===== src/rtl/fmdll_lock_ctrl.sv =====
// Lock controller for the frequency-multiplying DLL: SAR acquisition of the DCDL
// code, +/-1 tracking with periodic clk_ext re-injection, lock/loss detection and hold.
module fmdll_lock_ctrl #(
  parameter int CODE_W   = 10,
  parameter int M_W      = 2,
  parameter int LOCK_CNT = 8,
  parameter int LOSS_CNT = 4
) (
  input  logic              clk,
  input  logic              rst_n,
  input  logic              en,
  input  logic              hold_req,
  input  logic [M_W-1:0]    m_div,
  input  logic              pd_valid,
  input  logic              pd_late,
  output logic [CODE_W-1:0] code,
  output logic [1:0]        sel,
  output logic              locked,
  output logic              lock_lost,
  output logic [1:0]        state
);

  localparam int IDX_W = $clog2(CODE_W);
  localparam int REV_W = $clog2(LOCK_CNT + 1);
  localparam int RUN_W = $clog2(LOSS_CNT + 1);

  localparam logic [CODE_W-1:0] CODE_MID = {1'b1, {(CODE_W-1){1'b0}}};
  localparam logic [IDX_W-1:0]  IDX_TOP  = IDX_W'(CODE_W - 1);
  localparam logic [REV_W-1:0]  REV_MAX  = REV_W'(LOCK_CNT);
  localparam logic [RUN_W-1:0]  RUN_MAX  = RUN_W'(LOSS_CNT);

  typedef enum logic [1:0] {
    S_IDLE  = 2'b00,
    S_SAR   = 2'b01,
    S_TRACK = 2'b10,
    S_HOLD  = 2'b11
  } state_e;

  typedef enum logic [1:0] {
    SEL_RECIRC = 2'b00,
    SEL_INJECT = 2'b01,
    SEL_GATE   = 2'b10
  } sel_e;

  state_e            state_q, state_d;
  logic [CODE_W-1:0] code_q, code_d;
  sel_e              sel_q, sel_d;
  logic              locked_q, locked_d;
  logic              lost_q, lost_d;
  logic [IDX_W-1:0]  idx_q, idx_d;
  logic [M_W-1:0]    cnt_q, cnt_d;
  logic [REV_W-1:0]  rev_q, rev_d;
  logic [RUN_W-1:0]  run_q, run_d;
  logic              dir_q, dir_d;     // direction of the previous tracking step (1 = late)
  logic              first_q, first_d; // next tracking step only records its direction

  logic [REV_W-1:0]  rev_inc;
  logic [RUN_W-1:0]  run_inc;

  assign rev_inc = (rev_q == REV_MAX) ? REV_MAX : rev_q + 1'b1;
  assign run_inc = (run_q == RUN_MAX) ? RUN_MAX : run_q + 1'b1;

  always_comb begin
    // NOTE: every next-state signal takes its hold value first so no path infers a latch.
    state_d  = state_q;
    code_d   = code_q;
    locked_d = locked_q;
    lost_d   = 1'b0;
    idx_d    = idx_q;
    cnt_d    = cnt_q;
    rev_d    = rev_q;
    run_d    = run_q;
    dir_d    = dir_q;
    first_d  = first_q;

    if (!en) begin
      state_d  = S_IDLE;
      code_d   = CODE_MID;
      locked_d = 1'b0;
      idx_d    = IDX_TOP;
      cnt_d    = '0;
      rev_d    = '0;
      run_d    = '0;
      dir_d    = 1'b0;
      first_d  = 1'b1;
    end else begin
      unique case (state_q)
        S_IDLE: begin
          state_d = S_SAR;
          code_d  = CODE_MID;
          idx_d   = IDX_TOP;
        end
        S_SAR: begin
          if (hold_req) begin
            state_d = S_HOLD;
          end else if (pd_valid) begin
            if (pd_late) code_d[idx_q] = 1'b0;
            if (idx_q != '0) begin
              code_d[idx_q - 1'b1] = 1'b1;
              idx_d = idx_q - 1'b1;
            end else begin
              state_d = S_TRACK;
              cnt_d   = '0;
              first_d = 1'b1;
            end
          end
        end
        S_TRACK: begin
          if (hold_req) begin
            state_d = S_HOLD;
          end else begin
            cnt_d = (cnt_q >= m_div) ? '0 : cnt_q + 1'b1;
            if (pd_valid) begin
              if (pd_late) code_d = (code_q == '0) ? code_q : code_q - 1'b1;
              else         code_d = (code_q == '1) ? code_q : code_q + 1'b1;
              dir_d = pd_late;
              if (first_q) begin
                first_d = 1'b0;
              end else if (pd_late != dir_q) begin
                rev_d = rev_inc;
                run_d = RUN_W'(1);
                if (rev_inc == REV_MAX) locked_d = 1'b1;
              end else begin
                run_d = run_inc;
                rev_d = '0;
                // A long one-sided run only matters once lock has been declared.
                if (run_inc == RUN_MAX && locked_q) begin
                  state_d  = S_SAR;
                  code_d   = CODE_MID;
                  idx_d    = IDX_TOP;
                  locked_d = 1'b0;
                  lost_d   = 1'b1;
                  cnt_d    = '0;
                  rev_d    = '0;
                  run_d    = '0;
                  dir_d    = 1'b0;
                  first_d  = 1'b1;
                end
              end
            end
          end
        end
        S_HOLD: begin
          if (!hold_req) begin
            state_d = S_TRACK;
            cnt_d   = '0;
            first_d = 1'b1;
          end
        end
        default: state_d = S_IDLE;
      endcase
    end

    // The mux select is derived from the next state so it registers alongside it.
    unique case (state_d)
      S_TRACK: sel_d = (cnt_d == '0) ? SEL_INJECT : SEL_RECIRC;
      S_HOLD:  sel_d = SEL_GATE;
      default: sel_d = SEL_INJECT;
    endcase
  end

  always_ff @(posedge clk) begin
    // NOTE: state registers use non-blocking assignments so every flop samples pre-edge values.
    if (!rst_n) begin
      state_q  <= S_IDLE;
      code_q   <= CODE_MID;
      sel_q    <= SEL_INJECT;
      locked_q <= 1'b0;
      lost_q   <= 1'b0;
      idx_q    <= '0;
      cnt_q    <= '0;
      rev_q    <= '0;
      run_q    <= '0;
      dir_q    <= 1'b0;
      first_q  <= 1'b1;
    end else begin
      state_q  <= state_d;
      code_q   <= code_d;
      sel_q    <= sel_d;
      locked_q <= locked_d;
      lost_q   <= lost_d;
      idx_q    <= idx_d;
      cnt_q    <= cnt_d;
      rev_q    <= rev_d;
      run_q    <= run_d;
      dir_q    <= dir_d;
      first_q  <= first_d;
    end
  end

  assign code      = code_q;
  assign sel       = sel_q;
  assign locked    = locked_q;
  assign lock_lost = lost_q;
  assign state     = state_q;

endmodule


===== config.mk =====
export PLATFORM = sky130hd
export DESIGN_NAME = fmdll_lock_ctrl
export DESIGN_NICKNAME = d
export VERILOG_FILES = /design/src/rtl/fmdll_lock_ctrl.sv
export SDC_FILE = /design/constraint.sdc
export NUM_CORES = 1
export LEC_CHECK = 0
export ABC_AREA = 0
export BUFFER_PORTS_ARGS = -buffer_cell sky130_fd_sc_hd__buf_4
export CAP_MARGIN = 20
export CORE_UTILIZATION = 35
export DETAILED_ROUTE_END_ITERATION = 12
export PLACE_DENSITY_LB_ADDON = 0.25
export SYNTH_ARGS = -nofsm -noshare
export SYNTH_HDL_FRONTEND = slang
export SYNTH_SLANG_ARGS = --single-unit
export TNS_END_PERCENT = 30

===== constraint.sdc =====
create_clock -name clk -period 3.5 [get_ports clk]
set_input_delay 0.525 -clock clk [delete_from_list [all_inputs] [get_ports clk]]
set_output_delay 0.525 -clock clk [all_outputs]
set_load 0.005 [all_outputs]

==> key figures <==
Outcome
  – Status: finished clean

Logic synthesis
  – Area contributors post-synth: dfxtp_1, ha_1, a21oi_1
  – Mean Syn Cell Area: 7.602 sq um
  – Top_reg_cell synth: dfxtp_1
  – Top-area cell type share of the netlist area: 22.93%
  – Top cell type by total area after synthesis: dfxtp_1
  – Asr flop ratio synth: 0%
  – Register area share after synthesis: 22.93%
  – Synthesized instance count: 356
  – Synth Register Bits: 31
  – Number of synthesized flops with an enable pin: 0
  – Post-synth cell types: 66
  – Mapped Nets: 382
  – YS warnings: 0
  – Mapped cell area: 0.002706 sq mm

Timing
  – Final Hold Viols: 0
  – Max-slew violations: 0
  – Worst clock skew: 8.024 ps
  – Max Freq: 0.4020 GHz
  – # setup viols final: 0
  – Final Worst Setup Slack: 1013 ps
  – Crit path time final: 2487 ps
  – Worst slew pin tran: 645.9 ps
  – RSZ-0062 raised after global routing: no
  – Worst hold margin: 477.5 ps
  – Period utilization: 71.07%
  – Max transition margin: 56.54%
  – Final TNS setup: 0 ps

Setup path
  – Critical Path Source Type: register
  – Buffer and inverter count on the worst path: 1
  – Critical path class: register to register
  – Slowest stage cell on the critical path: or4b_1
  – Crit-path max FO: 17
  – Required @ worst endpoint: 3720 ps
  – CP Capture Type: register
  – Worst path max stage delay: 510 ps
  – CP Cell Sequence: inv_1 -> ha_1 -> or2_1 -> a21oi_1 -> nand2_1 -> or4b_1 -> a21oi_1
  – CP most frequent cell: a21oi_1
  – Critical path arrival: 2700 ps
  – Critical path's top delay family: simple AND/OR/NAND/NOR gates

Drt
  – WL per Instance: 15.93 um
  – DRT iter0 DRCs: 159
  – Drt via density: 5.904
  – Via Count: 2,757
  – TritonRoute pass-1 iters: 7
  – Final wirelength: 7437 um
  – Post-route ant nets: 0
  – DRC viols: 0

Place
  – Post-DP HPWL: 5436 um
  – Port bufs: 23
  – Pre-CTS setup slack: 1057 ps
  – Placer congestion estimate: 0.8946

Floorplanning
  – Initial Util: 36.72%
  – Core box area: 0.007370 sq mm
  – Die Y: 89.94 um
  – Num ports: 24
  – Die width: 89.94 um
  – Std-Cell Rows: 31
  – Die area: 0.008088 sq mm

Clocking
  – Setup bufs post-CTS: 0
  – CTS sink count: 31
  – Max clock buf depth: 2
  – # hold bufs at CTS: 0
  – H-Tree Depth: 2
  – Latest clock arrival within the worst-skew pair: 290 ps
  – Root Driver: clkbuf_8
  – Resize count post-CTS: 0
  – CTS tree: built
  – CTS Buf Count: 5
  – Clock transition at path regs: 70 ps

Power
  – Net Switching: 0.2302 mW
  – Worst vdd ir: 120.5 uV
  – Pleak: 1.156 nW
  – Switching fraction of total power: 26.55%
  – Clock power share: 43.1%
  – Pwr dens: 284.6 mW/mm^2
  – Reg power frac: 42.6%
  – Comb pwr share: 14.3%
  – Internal power: 0.6368 mW

Finish
  – Area grow syn2layout: 12.58%
  – Filler cells: 769
  – Final nets: 393
  – Most frequent cells in the layout: dfxtp_1, a21oi_1, nand2_1
  – ANT cells: 0
  – Commonest non-fill, non-tap cell in the layout: dfxtp_1
  – Share of layout cells above drive strength 1: 11.96%

Global route
  – Vias in the first global route: 2,525
  – Largest net degree at the start of global routing: 19
  – Total grt overflow: 0
  – First-pass GRT wire length: 12,240 um
  – Tot GR Track Use: 18.56%
  – Antenna violations before repair: 0

Hold path
  – Hold crit path type: register to register

Job
  – Maximum Capacitance Violations: 0
-- cells in the mapped netlist (5+ instances only) --
master and n:
inv_1 25, nor3b_1 6, or4_1 5, nor2_1 20, a21o_1 7, dfxtp_1 31, a21oi_1 30, nand3b_1 5
a31oi_1 8, o31ai_1 5, nor3_1 9, nand3_1 12, o21ai_0 15, a22oi_1 5, clkbuf_1 16, ha_1 18
and2_1 8, nand2_1 29
-- worst min-delay path: stages, from the launching register on --
cell and delay [ps]:
dfxtp_1 330, nand2_1 60, a21oi_1 50
-- sequential cells by signal, indices dropped and copies added (netlist names) --
signal     count
sel            2
idx_q          4
dir_q          1
rev_q          4
state          2
first_q        1
lock_lost      1
cnt_q          2
locked         1
code          10
run_q          3
-- cells by family (layout without fill, tap and decap cells) --
family | after synthesis | in the layout | synth area share [%]
AO/OA/AOI/OAI | 124 | 124 | 32.50
flip-flops | 31 | 31 | 22.93
AND/OR/NAND/NOR | 130 | 130 | 26.86
XOR/XNOR | 5 | 5 | 1.896
adder cells (fa/ha/maj) | 18 | 18 | 8.322
buffers and inverters | 46 | 58 | 6.750
multiplexers | 2 | 2 | 0.7397
-- area by class of cell --
| class | instances | area (sq um) | share of cell area (%) |
|---|---|---|---|
| multi-input cells | 279 | 1903 | 62.46 |
| clock buffers | 6 | 82.58 | 2.710 |
| flip-flops and latches | 31 | 620.6 | 20.37 |
| repair buffers | 25 | 187.7 | 6.160 |
| clock inverters | 2 | 35.03 | 1.150 |
| well taps | 99 | 123.9 | 4.066 |
| inverters | 25 | 93.84 | 3.080 |
-- power by group through the flow --
stage	logic (mW)	clock network [mW]	registers, mW
after floorplan	0.0936	0	0.369
after global placement	0.122	0	0.377
after detailed placement	0.122	0	0.377
after CTS	0.123	0.383	0.369
after global routing	0.137	0.400	0.370
final	0.124	0.373	0.369
-- worst paths after layout --
check	slack (ps)	startpoint	end	cells past startpoint
hold / removal	480	run_q[1]	run_q[1]	2
setup reg to reg	1010	state[1]	idx_q[1]	7
setup / recovery	1010	state[1]	idx_q[1]	7
hold reg to reg	480	run_q[1]	run_q[1]	2
-- layer usage --
layer	global-route usage (%)	vias up	wire, um
met1	25.26	1288	3621
li1	-	1363	-
met5	0	-	0
met3	2.538	17	357
met2	29.36	89	3267
met4	7.930	0	191
-- through the flow --
stage / util, % / total power, mW / cell area [sq um] / cells
6_report: 41.34 / 0.8670 / 3047 / 467
5_1_grt: 41.34 / 0.9068 / 3047 / 467
4_1_cts: 41.34 / 0.8749 / 3047 / 467
2_1_floorplan: - / 0.4630 / 2706 / 356
3_3_place_gp: 39.75 / 0.4985 / 2929 / 459
3_5_place_dp: 39.75 / 0.4994 / 2929 / 459
(Power assumes the default switching activity.)
